--- src/rtl/load_sequencer_pkg.sv ---
// Shared definitions for the load sequencer slice.
// Contents: per-phase load codes, sequencer state encoding, pattern widths
// and a helper that detects a NUL code anywhere in a packed pattern triple.
package load_sequencer_pkg;

   localparam int CODE_W    = 2;
   localparam int PAT_W     = 3 * CODE_W;   // {A,B,C}
   localparam int CFG_PAT_W = 3 * PAT_W;    // {pat0,pat1,pat2}

   typedef enum logic [CODE_W-1:0] {
      NUL = 2'b00,
      LAA = 2'b01,
      LBB = 2'b10,
      LCC = 2'b11
   } load_code_e;

   typedef enum logic [1:0] {
      ST_IDLE  = 2'b00,
      ST_ARM   = 2'b01,
      ST_RUN   = 2'b10,
      ST_FAULT = 2'b11
   } seq_state_e;

   localparam logic [PAT_W-1:0] PAT_NUL = '0;

   function automatic logic pat_has_nul(input logic [CFG_PAT_W-1:0] pats);
      logic hit;
      hit = 1'b0;
      for (int i = 0; i < CFG_PAT_W / CODE_W; i++) begin
         if (pats[i*CODE_W +: CODE_W] == NUL) hit = 1'b1;
      end
      return hit;
   endfunction

endpackage

--- src/rtl/load_cfg_check.sv ---
// Combinational validator for an offered load schedule.
// Ports:
//   period, seg0, seg1 : offered period and first two segment lengths (cycles)
//   pat                : offered {pat0,pat1,pat2}
//   ok / err           : schedule usable / schedule rejected (err = !ok)
// Segment 2 is the remainder of the period and must also be at least MIN_SEG,
// so the sum is formed two bits wider than the operands to avoid wrap.
module load_cfg_check
   import load_sequencer_pkg::*;
#(
   parameter int PERIOD_W = 12,
   parameter int MIN_SEG  = 8
) (
   input  logic [PERIOD_W-1:0]  period,
   input  logic [PERIOD_W-1:0]  seg0,
   input  logic [PERIOD_W-1:0]  seg1,
   input  logic [CFG_PAT_W-1:0] pat,
   output logic                 ok,
   output logic                 err
);

   localparam logic [PERIOD_W-1:0] MIN_SEG_N = PERIOD_W'(MIN_SEG);
   localparam logic [PERIOD_W+1:0] MIN_SEG_W = (PERIOD_W+2)'(MIN_SEG);

   logic [PERIOD_W+1:0] need;

   assign need = {2'b00, seg0} + {2'b00, seg1} + MIN_SEG_W;
   assign ok   = (seg0 >= MIN_SEG_N) && (seg1 >= MIN_SEG_N) &&
                 ({2'b00, period} >= need) && !pat_has_nul(pat);
   assign err  = !ok;

endmodule

--- src/rtl/load_sequencer.sv ---
// Per-period load pattern sequencer feeding top_commutation.
// Ports:
//   clk, rst (async, active-low)
//   enable            : run request
//   cfg_valid/ready   : one-deep config handshake; cfg_period/seg0/seg1/pat payload
//   short, fault_clr  : commutation short flag / fault acknowledge
//   DesiredLoad       : active pattern (NUL outside RUN)
//   start             : commutation enable
//   period_start      : pulse at count 0 of each period
//   cfg_err           : pulse after a rejected config
//   fault             : high while in FAULT
//
//   state | meaning
//   IDLE  | stopped, output NUL, waiting for enable
//   ARM   | enabled, waiting for a pending schedule
//   RUN   | sequencing pat0/pat1/pat2 over the active period
//   FAULT | short seen, output NUL, waiting for fault_clr with short low
module load_sequencer
   import load_sequencer_pkg::*;
#(
   parameter int PERIOD_W = 12,
   parameter int MIN_SEG  = 8
) (
   input  logic                 clk,
   input  logic                 rst,
   input  logic                 enable,
   input  logic                 cfg_valid,
   output logic                 cfg_ready,
   input  logic [PERIOD_W-1:0]  cfg_period,
   input  logic [PERIOD_W-1:0]  cfg_seg0,
   input  logic [PERIOD_W-1:0]  cfg_seg1,
   input  logic [CFG_PAT_W-1:0] cfg_pat,
   input  logic                 short,
   input  logic                 fault_clr,
   output logic [PAT_W-1:0]     DesiredLoad,
   output logic                 start,
   output logic                 period_start,
   output logic                 cfg_err,
   output logic                 fault
);

   seq_state_e state, state_n;
   logic [PERIOD_W-1:0]  cnt, cnt_n;
   logic                 stop_req, stop_n;
   logic                 pending;
   logic [PERIOD_W-1:0]  sh_period, sh_seg0, sh_seg1;
   logic [CFG_PAT_W-1:0] sh_pat;
   logic [PERIOD_W-1:0]  ac_period, ac_seg0, ac_seg1;
   logic [CFG_PAT_W-1:0] ac_pat;
   logic [PAT_W-1:0]     load_q, load_n;
   logic                 start_q, start_n;
   logic                 pstart_q, pstart_n;
   logic                 cfg_err_q;
   logic                 swap, wrap;
   logic                 chk_ok, chk_err;
   logic                 take;
   logic [PERIOD_W-1:0]  src_seg0, src_seg1;
   logic [CFG_PAT_W-1:0] src_pat;
   logic [PERIOD_W:0]    bnd1;

   load_cfg_check #(
      .PERIOD_W (PERIOD_W),
      .MIN_SEG  (MIN_SEG)
   ) u_cfg_check (
      .period (cfg_period),
      .seg0   (cfg_seg0),
      .seg1   (cfg_seg1),
      .pat    (cfg_pat),
      .ok     (chk_ok),
      .err    (chk_err)
   );

   assign cfg_ready    = !pending && (state != ST_FAULT);
   // A transfer coinciding with a short that will trip FAULT is dropped.
   assign take         = cfg_valid && cfg_ready && !(short && state != ST_IDLE);
   assign wrap         = (cnt == ac_period - 1'b1);
   assign DesiredLoad  = load_q;
   assign start        = start_q;
   assign period_start = pstart_q;
   assign cfg_err      = cfg_err_q;
   assign fault        = (state == ST_FAULT);

   // On a swap the next output is drawn from the shadow schedule.
   assign src_seg0 = swap ? sh_seg0 : ac_seg0;
   assign src_seg1 = swap ? sh_seg1 : ac_seg1;
   assign src_pat  = swap ? sh_pat  : ac_pat;
   assign bnd1     = {1'b0, src_seg0} + {1'b0, src_seg1};

   always_comb begin
      state_n  = state;
      cnt_n    = cnt;
      stop_n   = 1'b0;
      swap     = 1'b0;
      start_n  = 1'b0;
      pstart_n = 1'b0;
      load_n   = PAT_NUL;
      case (state)
         ST_IDLE: begin
            if (enable) state_n = ST_ARM;
         end
         ST_ARM: begin
            if (short) begin
               state_n = ST_FAULT;
            end else if (!enable) begin
               state_n = ST_IDLE;
            end else if (pending) begin
               state_n  = ST_RUN;
               swap     = 1'b1;
               cnt_n    = '0;
               start_n  = 1'b1;
               pstart_n = 1'b1;
            end
         end
         ST_RUN: begin
            if (short) begin
               state_n = ST_FAULT;
            end else if (wrap) begin
               if (stop_req || !enable) begin
                  state_n = ST_IDLE;
               end else begin
                  cnt_n    = '0;
                  swap     = pending;
                  start_n  = 1'b1;
                  pstart_n = 1'b1;
               end
            end else begin
               // Once a stop is requested it sticks until the period ends.
               stop_n  = stop_req || !enable;
               cnt_n   = cnt + 1'b1;
               start_n = 1'b1;
            end
         end
         ST_FAULT: begin
            if (fault_clr && !short) state_n = ST_IDLE;
         end
         default: state_n = ST_IDLE;
      endcase

      if (start_n) begin
         if ({1'b0, cnt_n} < {1'b0, src_seg0})
            load_n = src_pat[CFG_PAT_W-1 -: PAT_W];
         else if ({1'b0, cnt_n} < bnd1)
            load_n = src_pat[PAT_W +: PAT_W];
         else
            load_n = src_pat[PAT_W-1:0];
      end
   end

   always_ff @(posedge clk or negedge rst) begin
      if (!rst) begin
         state     <= ST_IDLE;
         cnt       <= '0;
         stop_req  <= 1'b0;
         pending   <= 1'b0;
         sh_period <= '0;
         sh_seg0   <= '0;
         sh_seg1   <= '0;
         sh_pat    <= '0;
         ac_period <= '0;
         ac_seg0   <= '0;
         ac_seg1   <= '0;
         ac_pat    <= '0;
         load_q    <= PAT_NUL;
         start_q   <= 1'b0;
         pstart_q  <= 1'b0;
         cfg_err_q <= 1'b0;
      end else begin
         state     <= state_n;
         cnt       <= cnt_n;
         stop_req  <= stop_n;
         load_q    <= load_n;
         start_q   <= start_n;
         pstart_q  <= pstart_n;
         cfg_err_q <= take && chk_err;

         if (state_n == ST_FAULT) begin
            pending <= 1'b0;
         end else if (swap) begin
            pending <= 1'b0;
         end else if (take && chk_ok) begin
            pending   <= 1'b1;
            sh_period <= cfg_period;
            sh_seg0   <= cfg_seg0;
            sh_seg1   <= cfg_seg1;
            sh_pat    <= cfg_pat;
         end

         if (swap) begin
            ac_period <= sh_period;
            ac_seg0   <= sh_seg0;
            ac_seg1   <= sh_seg1;
            ac_pat    <= sh_pat;
         end
      end
   end

endmodule

--- config.mk ---
export PLATFORM = sky130hd
export DESIGN_NAME = load_sequencer
export DESIGN_NICKNAME = d
export VERILOG_FILES = /design/src/rtl/load_sequencer_pkg.sv /design/src/rtl/load_cfg_check.sv /design/src/rtl/load_sequencer.sv
export SDC_FILE = /design/constraint.sdc
export NUM_CORES = 1
export LEC_CHECK = 0
export ABC_CLOCK_PERIOD_IN_PS = 15700
export CORE_AREA = 2 2 135 137
export CTS_BUF_LIST = sky130_fd_sc_hd__clkbuf_4
export CTS_CLUSTER_SIZE = 25
export DETAILED_ROUTE_END_ITERATION = 8
export DIE_AREA = 0 0 137 139
export PLACE_DENSITY = 0.67
export SETUP_SLACK_MARGIN = 0.15
export SKIP_CTS_REPAIR_TIMING = 1
export SYNTH_ARGS = -nofsm -noshare
export SYNTH_HDL_FRONTEND = slang
export SYNTH_SLANG_ARGS = --single-unit
--- constraint.sdc ---
create_clock -name clk -period 15.7 [get_ports clk]
set_clock_uncertainty 0.1 [all_clocks]
set_input_delay 3.14 -clock clk [delete_from_list [all_inputs] [get_ports clk]]
set_output_delay 3.14 -clock clk [all_outputs]
set_load 0.03 [all_outputs]
# After elaboration in Yosys (flattened, before gate mapping)
# Index checks and enable logic that the tools add are counted.
# totals
register_bits	133
out_inout_bits	11
# classes
n_addsub	5
magnitude_cmp	5
n_eq_ne	6
muxes	51
bitwise	2
n_reduce_logical	30
# ops
operator	count
12-bit two-way mux	8
12-bit by 12-bit adder with 13-bit output	2
1-bit two-way mux	26
12-bit by 4-bit greater-or-equal comparator with 1-bit output (second input constant)	2
12-bit one-hot mux with 2 select lines	1
2-bit logical NOT	10
18-bit two-way mux	1
6-bit two-way mux	3
2-bit two-way mux	8
14-bit by 4-bit adder with 14-bit output (second input constant)	1
12-bit by 14-bit greater-or-equal comparator with 1-bit output	1
12-bit by 13-bit less-than comparator with 1-bit output	1
12-bit by 1-bit adder with 12-bit output (second input constant)	1
12-bit == test	1
12-bit less-than comparator	1
12-bit by 1-bit subtractor with 12-bit output (second input constant)	1
1-bit logical AND	10
2-bit one-hot mux with 4 select lines	1
2-bit == test (second input constant)	3
1-bit logical NOT	6
1-bit one-hot mux with 2 select lines	3
3-bit AND reduction	1
3-bit nonzero test	1
2-bit by 1-bit == test with 1-bit output (second input constant)	1
4 further kinds	5

# Depth between registers and ports, before layout
# Gate-level depths: netlist of the first run.
# logic_depth
depth_word	16
ltp_mapped	34
depth_no_buf	30

# Hierarchy
# Synthesis of the first run repeated with hierarchy kept, for this count alone.
# unflattened
cells_unflattened	747
area_unflattened_um2	8449.4
# by_module_without_submodules
module	instances	cells_each	area_per_inst_um2	seq_area_each_um2
load_sequencer	1	630	7474.7	3328.2
load_cfg_check	1	117	974.7	0.0

# Worst setup path after synthesis of the first run
# No wires, ideal clock.
# synth_timing
kind	input-to-reg
from	input short
to	register load_q[4] (netlist: DesiredLoad[4])
setup_time_ps	121
arrival_time_ps	9078
t_required_ps	15479
path_slack_ps	6401
path_stages	28
cell_sequence	clkinv_1 > nand3_1 > nor2_1 > and4_1 > nor2_1 > clkbuf_1 > clkbuf_1 > buf_1 > mux2_2 > ha_1 > inv_1 > fa_1 > inv_1 > a21oi_1 > o21bai_1 > a31oi_1 > a21boi_0 > o21a_1 > o21a_1 > o311a_1 > ha_1 > a21o_1 > a21oi_1 > a221o_1 > or4b_1 > buf_6 > mux2_4 > a22o_1
# synth_via
elab_chain_cells	8
elab_cells_between_ends	17
cone_classes	add/sub (1); order compare (2); mux (14)
# synth_rtl
item	line_no	rtl
start: declaration	load_sequencer.sv:33	input logic short,
1-bit two-way mux (on tied branches)	load_sequencer.sv:115, load_sequencer.sv:102	
1-bit one-hot mux with 2 select lines *	load_sequencer.sv:97	case (state)
12-bit two-way mux *	-	
named net src_seg1[0]	load_sequencer.sv:57	logic [PERIOD_W-1:0] src_seg0, src_seg1;
12-bit by 12-bit adder with 13-bit output *	load_sequencer.sv:87	assign bnd1 = {1'b0, src_seg0} + {1'b0, src_seg1};
12-bit by 13-bit less-than comparator with 1-bit output *	load_sequencer.sv:142	else if ({1'b0, cnt_n} < bnd1)
6-bit two-way mux *	load_sequencer.sv:142	
6-bit two-way mux *	load_sequencer.sv:140	if ({1'b0, cnt_n} < {1'b0, src_seg0})
6-bit two-way mux *	load_sequencer.sv:139	if (start_n) begin
named net load_n[4]	load_sequencer.sv:50	logic [PAT_W-1:0] load_q, load_n;
end signal: assignment	load_sequencer.sv:171	load_q <= load_n;
end: declaration	load_sequencer.sv:50	
# Mark *: on every way through the listed nets, which the timed path passes. The rest lies on a longest branch.
# A chain may end at the register's enable or synchronous reset.

# Final worst setup path of the first run
# layout_timing
from	input short
to	register load_q[2] (netlist: DesiredLoad[2])
# Same word-level chain as after synthesis.

==> key figures, run 1 <==
Outcome
  – Run status: completed

Setup path
  – Worst R2R Path Depth: 24
  – Flop2flop setup slack: approximately 8100 ps
  – Crit. End Element: flip-flop
  – Setup Crit Path Kind: primary input to flip-flop
  – RR Endpoint: DesiredLoad[2]$_DFF_PN0_
  – CP startpoint kind: primary input
  – Data arrival, critical path: between 10000 and 15000 ps
  – Required @ worst endpoint: approximately 16000 ps
  – Peak fanout along the critical path: 49
  – FF-to-FF Start: ac_period[2]$_DFFE_PN0N_

Worst hold path
  – Hold Crit Endpoint: ac_pat[14]$_DFF_PN0_
  – Worst Hold Class: flip-flop to flip-flop
  – Hold path depth: 1
  – Worst hold start: ac_pat[14]$_DFF_PN0_

Route
  – DRT iter0 DRCs: between 300 and 400
  – Via Count: between 5000 and 6000
  – Via density: between 5 and 6
  – DR DRC count: 0
  – Routed WL per cell: about 18 um
  – Final WL: 18500 um
  – Pre-antenna DRT Iters: 5
  – Antenna viol nets, final: 0

Floorplanning
  – DIE AREA: around 19000 um^2
  – Die Wd: ~140 um
  – Io pins: 71
  – # rows: 49
  – CORE AREA: 17700 um^2
  – DIE HEIGHT: 139 um
  – Initial Util: 46.7%

Clocking
  – Reg clk slew, reported paths: roughly 110 ps
  – CTS buffer count: 17
  – Clk buf depth: 2
  – H-tree depth: 4
  – Root buf cell: clkbuf_4
  – Skew-Pair Late Insertion Delay: 560 ps
  – CTS tree: done
  – CTS Sinks: about 130

Synth
  – Post-synth ARST share: between 90% and 100%
  – Syn Inst Count: just over 700
  – Cell Area, Synth: about 8200 um^2
  – Cell taking the most area after synthesis: dfrtp_1
  – Syn avg cell area: around 11 um^2
  – Post-Syn Nets: 846
  – #FFs+latches synth: approximately 130
  – Most frequent cell after synthesis: dfrtp_1
  – Post-synth EDFFs: 0
  – Largest cells by area after synthesis: dfrtp_1, mux2_4, ha_1, mux2_2, a21oi_1
  – Synth Warn #: 0
  – Post-synth cell types: 69
  – Post-synth top cells: dfrtp_1, ha_1, mux2_2
  – Share of the yosys chip area belonging to registers: roughly two fifths
  – Area share of the largest cell type after synthesis: 40.4%
  – Ys flop type: dfrtp_1

STA
  – Max frequency: slightly above 0.1 GHz
  – Period minus WS final: a little under 10000 ps
  – Setup violations, final: 0
  – Period utilization: 62.8%
  – Slew Limit Fails: 0
  – Worst slew margin: a little under a third
  – Worst Tran Pin Value: between 1000 and 1500 ps
  – Final hold viol count: 0
  – Hold_ws: 413 ps
  – Unrepaired setup endpoints after global routing: no
  – Setup TNS: 0 ps

Job
  – Max Cap Violations: 0

Pwr
  – Psw: 0.278 mW
  – Logic pwr share: between 20% and 30%
  – Sequential share of power: between 40% and 50%
  – Int Pwr: between 0.5 and 0.6 mW
  – Maximum vdd drop: roughly 54 uV
  – Power per cell area: slightly above 90 nW/um^2
  – Lkg Pwr: 4.62 nW
  – Clock share of power: around a quarter
  – Sw Ratio: 31.9%

Finish
  – Share of post-route cells with drive strength above 1: 20.0%
  – Number of fillers in the final layout: around 1500
  – Fin cells: about 1000
  – Nets: between 900 and 1000
  – Finished Cell Area: a little over 9000 um^2
  – Synth-to-layout area growth: 13.1%
  – Final core occ: between 50 and 60%

Placed design
  – Dpl hpwl: 14300 um
  – Routability cong.: 0.891
  – Port bufs: 70
  – Dpl cell area: between 9000 and 10000 um^2
  – Placed cells: 1000

GRT
  – Initial antenna violation count: 1
  – Gr usage total: between 20% and 30%
  – Pin count of the biggest net entering global routing: 83
  – First-pass GRT wire length: 30700 um
  – Vias in the first global route: a little over 6000
  – GRT Residual Overflow: 0
[power groups by stage]
stage          Sequential (mW)  Clock, mW  Combinational (mW)
3_5_place_dp             0.442          0               0.232
3_3_place_gp             0.439          0               0.225
6_report                 0.435      0.204               0.232
4_1_cts                  0.435      0.211               0.233
2_1_floorplan            0.425          0               0.166
5_1_grt                  0.442      0.227               0.256
[registers in the layout (all words and copies together), names as in the netlist]
name          cells
stop_req          1
ac_seg1          12
start             1
state             2
sh_pat           18
sh_period        12
sh_seg0          12
DesiredLoad       6
pending           1
sh_seg1          12
ac_period        12
cnt              12
period_start      1
ac_pat           18
ac_seg0          12
cfg_err           1
[how the worst max path moves through the flow]
stage                     start                  endpoint  cells after the start
after floorplan           short  DesiredLoad[4]$_DFF_PN0_                     28
after global placement    short  DesiredLoad[4]$_DFF_PN0_                     23
after detailed placement  short  DesiredLoad[4]$_DFF_PN0_                     24
after CTS                 short  DesiredLoad[2]$_DFF_PN0_                     24
after global routing      short  DesiredLoad[4]$_DFF_PN0_                     24
final                     short  DesiredLoad[2]$_DFF_PN0_                     24
[logic make-up after synthesis]
| logic type | Yosys count | share of synthesized area, % |
|---|---|---|
| buffers and inverters | 53 | 3.66 |
| AO/OA/AOI/OAI | 150 | 11.9 |
| adder cells (fa/ha/maj) | 67 | 10.3 |
| flip-flops | 133 | 40.4 |
| AND/OR/NAND/NOR | 156 | 10.6 |
| XOR/XNOR | 39 | 4.14 |
| multiplexers | 121 | 19.0 |
[final cells by class]
class                   instances  area [um^2]  share of cell area, %
multi-input cells             533         4630                   49.6
flip-flops and latches        133         3330                   35.7
repair buffers                 72          713                   7.65
well taps                     229          287                   3.07
clock buffers                  17          128                   1.37
inverters                      33          124                   1.33
clock inverters                14          114                   1.22
diodes                          1         2.50                 0.0268
[cells in the final DEF, fill, tap and decap left out, drive strengths merged, types with 4 or more instances in the layout]
cell,instances
nor3,11
nor4,7
ha,65
a22o,9
or3,4
nor2,28
mux2,114
o21bai,6
o22ai,8
clkdlybuf4s50,69
clkinvlp,4
nand2b,6
and3,10
a31oi,4
dfrtp,133
nor2b,9
o21ai,28
o31ai,8
clkinv,9
a21oi,42
o211ai,4
a21o,11
inv,33
nor3b,4
o21a,7
nand4,7
nand3,10
mux2i,7
a211oi,4
nand2,35
xnor2,19
and4,7
clkbuf,17
xor2,20
[through the flow]
| stage | setup slack, ps | total power, mW |
|---|---|---|
| 6_report | 5840 | 0.872 |
| 5_1_grt | 5340 | 0.925 |
| 4_1_cts | 5900 | 0.879 |
| 3_5_place_dp | 5310 | 0.674 |
| 3_3_place_gp | 5520 | 0.664 |
| 2_1_floorplan | 6400 | 0.591 |
[critical path: stages]
cell	delay [ps]
clkdlybuf4s50_1	820
clkinv_1	390
nand3_1	340
nor2_1	100
and4_1	280
nor2_4	270
buf_4	590
mux2_2	420
ha_1	270
inv_1	60
o21bai_1	300
o2111ai_1	210
a21boi_0	310
o21a_1	180
o21a_1	150
nand3_1	90
o311a_1	140
ha_1	300
a21o_1	110
a21oi_1	70
a221o_1	320
or4b_1	750
mux2_4	370
a22o_1	180
[per-layer routing]
metal	vias up	track usage, %	part of all wire, %
met2	121	33.5	48
met3	30	3.51	3.1
met1	2825	28.0	47
met5	-	0	0
met4	0	7.76	2.1
li1	2820	-	-
(Power assumes the default switching activity.)
==> run 2, diff against run 1 <==
- ABC_CLOCK_PERIOD_IN_PS: 15700 -> 9850
- clock period: 15.7 -> 9.85 ns (I/O delays scaled with it)
==> key figures, run 2 (synthesis gave the netlist of run 1 again) <==
Outcome
  – Run status: completed

Finish
  – Commonest non-fill, non-tap cells in the layout: dfrtp_1, clkdlybuf4s50_1, ha_1
  – Commonest non-fill, non-tap cell in the layout: dfrtp_1
  – Synth-to-layout area growth: 13.2%
  – Number of fillers in the final layout: 1527 (-0.52%)
  – Nets: 918 (+0.11%)
  – Top Registers: ac_pat: 18 flops, sh_pat: 18 flops
  – Share of post-route cells with drive strength above 1: 19.6% (-0.35 points)

Worst hold path
  – Worst Hold Class: flip-flop to flip-flop
  – Hold path depth: 1 (unchanged)
  – Worst hold start: ac_pat[17]$_DFF_PN0_

Job
  – Max Cap Violations: 0 (unchanged)

Clocking
  – H-tree depth: 4 (unchanged)
  – Reg clk slew, reported paths: 100 ps (about the same)
  – Clk buf depth: 2 (unchanged)
  – Skew-Pair Late Insertion Delay: 540 ps (-20 ps)
  – CTS buffer count: 17 (unchanged)
  – CTS tree: done
  – Root buf cell: clkbuf_4
  – CTS Sinks: 133 (unchanged)

Setup path
  – Required @ worst endpoint: 10190 ps (-5860 ps)
  – Critical Path Start: short
  – Data arrival, critical path: 8900 ps (-1310 ps)
  – Peak fanout along the critical path: 31 (-37%)
  – Crit. End Element: flip-flop
  – Setup Crit Path Kind: primary input to flip-flop
  – FF-to-FF Start: ac_period[0]$_DFFE_PN0N_
  – CP startpoint kind: primary input
  – Worst R2R Path Depth: 25 (+4.2%)

Pwr
  – Maximum vdd drop: 80.1 uV (+47%)
  – Lkg Pwr: 4.63 nW (+0.10%)
  – Sequential share of power: 49.7% (-0.2 points)
  – Int Pwr: 0.967 mW (+63%)
  – Power per cell area: 150 nW/um^2 (+60%)
  – Psw: 0.430 mW (+55%)
  – Sw Ratio: 30.8% (-1.1 points)
  – Logic pwr share: 26.5% (about the same)
  – Clock share of power: 23.8% (+0.4 points)
  – PnR Total Power: 1.40 mW (+60%)

STA
  – Period utilization: 87.0%
  – Setup TNS: 0 ps (unchanged)
  – Worst slew margin: 31.1% (-0.033 points)
  – Final hold viol count: 0 (unchanged)
  – Setup violations, final: 0 (unchanged)
  – Worst Tran Pin Value: 1030 ps (+0.493 ps)
  – Period minus WS final: 8570 ps
  – Unrepaired setup endpoints after global routing: no
  – Slew Limit Fails: 0 (unchanged)
  – Max frequency: about 0.12 GHz

Floorplanning
  – CORE AREA: 17700 um^2 (unchanged)
  – # rows: 49 (unchanged)
  – Initial Util: 46.7% (unchanged)
  – Io pins: 71 (unchanged)
  – DIE HEIGHT: 139 um (unchanged)
  – Die Wd: 137 um (unchanged)
  – DIE AREA: 19000 um^2 (unchanged)

GRT
  – Global Route met3 Usage: 3.14% (-0.37 points)
  – Vias in the first global route: 5974 (-1.5%)
  – First-pass GRT wire length: 30500 um (-0.56%)
  – Met2 Usage GRT: 33.3% (-0.21 points)
  – Met1 Resource Use GR: 27.9% (-0.14 points)
  – Pin count of the biggest net entering global routing: 83 (unchanged)
  – GRT Residual Overflow: 0 (unchanged)
  – Gr usage total: 20.7% (-0.073 points)
  – Initial antenna violation count: 2 (+1)
  – Top Usage Layer GRT: met2

Placed design
  – Dpl hpwl: 14700 um (+3.0%)
  – Port bufs: 70 (unchanged)
  – Routability cong.: 0.901 (+1.1%)

Route
  – Via density: 5.69 (+1.3%)
  – DR DRC count: 0 (unchanged)
  – Final WL: 18800 um (+1.9%)
  – Pre-antenna DRT Iters: 6 (+1)
  – DRT iter0 DRCs: 404 (+8.0%)
  – Via Count: 5866 (+1.2%)
  – Antenna viol nets, final: 0 (unchanged)
  – Routed WL per cell: 18.3 um (+2.0%)
==> run 2: cell types whose count changed in the layout (fill, tap and decap cells not counted), sizes merged <==
cell / previous run / this run
buf: 3 / 4
bufinv: 1 / 2
clkinv: 9 / 8
clkinvlp: 4 / 3
inv: 33 / 32
==> run 2: final timing paths <==
path | endpoint | slack (ps)
setup reg to reg | DesiredLoad[4]$_DFF_PN0_ | 2610
max in group asynchronous | cnt[5]$_DFF_PN0_ | 6830
hold reg to reg | ac_pat[17]$_DFF_PN0_ | 410
min in group asynchronous | stop_req$_DFF_PN0_ | 1350
hold / removal | ac_pat[17]$_DFF_PN0_ | 410
setup / recovery | DesiredLoad[4]$_DFF_PN0_ | 1280
==> run 2: worst max-delay path: stages <==
cell,delay [ps]
clkdlybuf4s50_1,850
clkinv_1,390
nand3_1,350
nor2_1,120
and4_1,270
nor2_4,290
buf_4,440
mux2_2,410
ha_1,290
inv_1,110
o21bai_1,140
a31oi_1,250
a21boi_0,160
o21a_1,220
o21a_1,200
o311a_1,340
ha_1,300
a21o_1,110
a21oi_1,70
a221o_1,310
or4b_1,750
mux2_4,380
a22o_1,190
==> run 2: power by group through the flow <==
stage | registers [mW] | logic, mW | clock network, mW
detailed placement | 0.706 | 0.371 | 0
CTS | 0.695 | 0.372 | 0.341
finish | 0.695 | 0.370 | 0.332
floorplan | 0.678 | 0.264 | 0
global route | 0.706 | 0.407 | 0.362
global placement | 0.702 | 0.359 | 0
==> run 2: area by class of cell <==
| type | count | area [um^2] | share of cell area (%) |
|---|---|---|---|
| well taps | 229 | 287 | 3.07 |
| clock inverters | 12 | 116 | 1.25 |
| repair buffers | 73 | 721 | 7.72 |
| multi-input cells | 533 | 4630 | 49.6 |
| diodes | 1 | 2.50 | 0.0268 |
| flip-flops and latches | 133 | 3330 | 35.7 |
| clock buffers | 17 | 128 | 1.37 |
| inverters | 33 | 124 | 1.33 |
==> run 2: stage by stage <==
| step | instances | util, % | area (um^2) | hold slack (ps) | setup WS [ps] |
|---|---|---|---|---|---|
| floorplan | 719 | - | 8250 | 371 | 1720 |
| global placement | 1001 | 51.5 | 9090 | 382 | 1040 |
| detailed placement | 1001 | 51.5 | 9090 | 387 | 768 |
| CTS | 1030 | 52.9 | 9330 | 412 | 1360 |
| global route | 1031 | 52.9 | 9340 | 433 | 863 |
| finish | 1031 | 52.9 | 9340 | 410 | 1280 |
==> run 2: layer usage <==
metal | vias to the layer above | share of wire, %
li1 | 2812 | -
met1 | 2896 | 47
met2 | 123 | 48
met3 | 35 | 3.0
met4 | 0 | 2.6
met5 | - | 0
==> run 3, diff against run 2 <==
- CORE_AREA: 2 2 135 137 -> 2 2 139 141
- DIE_AREA: 0 0 137 139 -> 0 0 141 143
- PLACE_DENSITY: 0.67 -> unset
- TNS_END_PERCENT: unset -> 10
==> key figures, run 3 (synthesis gave the netlist of run 1 again) <==
STA
  – Period minus WS final: 8510 ps (-52.8 ps)
  – Final worst setup slack: 1340 ps (+52.8 ps)
  – Hold_ws: 412 ps (+1.40 ps)
  – Final hold viol count: 0 (unchanged)
  – Worst Tran Pin Value: 1030 ps (+0.808 ps)
  – Max frequency: 0.117 GHz (+0.62%)
  – Slew Limit Fails: 0 (unchanged)
  – Setup TNS: 0 ps (unchanged)
  – Worst slew margin: 31.1% (-0.054 points)
  – Unrepaired setup endpoints after global routing: no
  – Period utilization: 86.4% (-0.54 points)
  – Setup violations, final: 0 (unchanged)

Clocking
  – Root buf cell: clkbuf_4
  – H-tree depth: 4 (unchanged)
  – CTS tree: done
  – Clk buf depth: 2 (unchanged)
  – CTS Sinks: 133 (unchanged)
  – CTS buffer count: 17 (unchanged)
  – Skew-Pair Late Insertion Delay: 540 ps (about the same)
  – Reg clk slew, reported paths: 110 ps (about the same)

Route
  – Routed WL per cell: 18.0 um (-1.8%)
  – Antenna viol nets, final: 0 (unchanged)
  – DRT iter0 DRCs: 334 (-17%)
  – Pre-antenna DRT Iters: 4 (-2)
  – Via density: 5.58 (-1.9%)
  – Final WL: 18600 um (-1.1%)
  – Via Count: 5794 (-1.2%)
  – DR DRC count: 0 (unchanged)

Floorplanning
  – CORE AREA: 18600 um^2 (+5.2%)
  – # rows: 50 (+2.0%)
  – DIE AREA: 20200 um^2 (+5.9%)
  – DIE HEIGHT: 143 um (+2.9%)
  – Die Wd: 141 um (+2.9%)
  – Io pins: 71 (unchanged)
  – Initial Util: 44.4% (-2.3 points)

Finish
  – Top Registers: ac_pat: 18 flops, sh_pat: 18 flops
  – Multi-input logic area: 4630 um^2 (unchanged)
  – Share of post-route cells with drive strength above 1: 20.0% (+0.45 points)
  – Reg area: 3330 um^2 (unchanged)
  – Commonest non-fill, non-tap cell in the layout: dfrtp_1
  – Number of fillers in the final layout: 1628 (+6.6%)
  – Nets: 918 (unchanged)
  – Commonest non-fill, non-tap cells in the layout: dfrtp_1, clkdlybuf4s50_1, ha_1
  – Synth-to-layout area growth: 13.9%

GRT
  – Initial antenna violation count: 1 (-1)
  – Pin count of the biggest net entering global routing: 83 (unchanged)
  – First-pass GRT wire length: 30600 um (+0.38%)
  – Gr usage total: 19.4% (-1.3 points)
  – GRT Residual Overflow: 0 (unchanged)
  – Vias in the first global route: 5889 (-1.4%)

Placed design
  – Dpl hpwl: 14500 um (-1.3%)
  – Worst slack at placement: 839 ps (+71.6 ps)
  – Routability cong.: 0.853 (-5.4%)
  – Port bufs: 70 (unchanged)

Pwr
  – PnR Total Power: 1.44 mW (+3.4%)
  – Maximum vdd drop: 79.7 uV (-0.49%)
  – Lkg Pwr: 4.66 nW (+0.65%)
  – Power per cell area: 154 nW/um^2 (+2.7%)

Worst hold path
  – Hold path depth: 1 (unchanged)
  – Worst Hold Class: flip-flop to flip-flop

Outcome
  – Run status: completed

Setup path
  – Required @ worst endpoint: 10190 ps (about the same)
  – Crit. End Element: flip-flop
  – Setup Crit Path Kind: primary input to flip-flop
  – Worst R2R Path Depth: 28 (+12%)
  – Peak fanout along the critical path: 17 (-45%)
  – CP startpoint kind: primary input
  – Data arrival, critical path: 8860 ps (-40 ps)

Job
  – Max Cap Violations: 0 (unchanged)
## run 3: cell count changes in the layout (fill, tap and decap cells not counted)
cell | previous run | this run
clkinv_1 | 5 | 3
inv_6 | 0 | 2
buf_4 | 4 | 3
buf_6 | 0 | 1
bufinv_16 | 2 | 3
clkbuf_4 | 17 | 18
clkinv_4 | 1 | 2
clkinvlp_4 | 3 | 2
## run 3: layout make-up
type | instances | area share (%)
antenna | 1 | 0.0266
clock inverter | 13 | 1.68
inverter | 33 | 1.32
timing repair buffer | 73 | 7.71
clock buffer | 18 | 1.44
multi-input combinational | 533 | 49.3
tap | 234 | 3.12
sequential | 133 | 35.4
## run 3: routing by layer
metal	routed length, um	part of all wire, %	vias up	GRT usage, %
li1	-	-	2799	-
met1	8810	47	2844	26.6
met2	8790	47	123	31.3
met3	640	3.4	28	3.29
met4	396	2.1	0	6.74
met5	0	0	-	0
## run 3: stage by stage
stage	cell area (um^2)	utilization, %	cells
2_1_floorplan	8250	-	719
3_3_place_gp	9100	49.0	1006
3_5_place_dp	9100	49.0	1006
4_1_cts	9390	50.5	1037
5_1_grt	9390	50.6	1038
6_report	9390	50.6	1038
## run 3: final timing paths
check	from	to	slack [ps]
max in group asynchronous	rst	ac_period[8]$_DFFE_PN0N_	6980
hold / removal	ac_seg1[6]$_DFF_PN0_	ac_seg1[6]$_DFF_PN0_	410
setup / recovery	short	DesiredLoad[4]$_DFF_PN0_	1340
min in group asynchronous	rst	cnt[0]$_DFF_PN0_	1250
hold reg to reg	ac_seg1[6]$_DFF_PN0_	ac_seg1[6]$_DFF_PN0_	410
setup reg to reg	ac_period[0]$_DFFE_PN0N_	DesiredLoad[4]$_DFF_PN0_	2670
## run 3: worst max-delay path: stages
cell	delay (ps)
clkdlybuf4s50_1	850
clkinv_1	410
nand3_1	350
nor2_1	100
and4_1	270
nor2_4	390
mux2_2	270
ha_1	180
inv_1	60
fa_1	390
inv_1	70
a21oi_1	60
o21bai_1	290
o2111ai_1	200
a21boi_0	290
o21a_1	180
o21a_1	150
nand3_1	80
o311a_1	130
ha_1	300
a21o_1	120
a21oi_1	80
a221o_1	320
or4b_1	760
mux2_4	380
a22o_1	190
## run 3: power by group
part           switching [mW]  internal (mW)
Combinational           0.170          0.199
Clock                   0.205          0.177
Sequential             0.0669          0.627
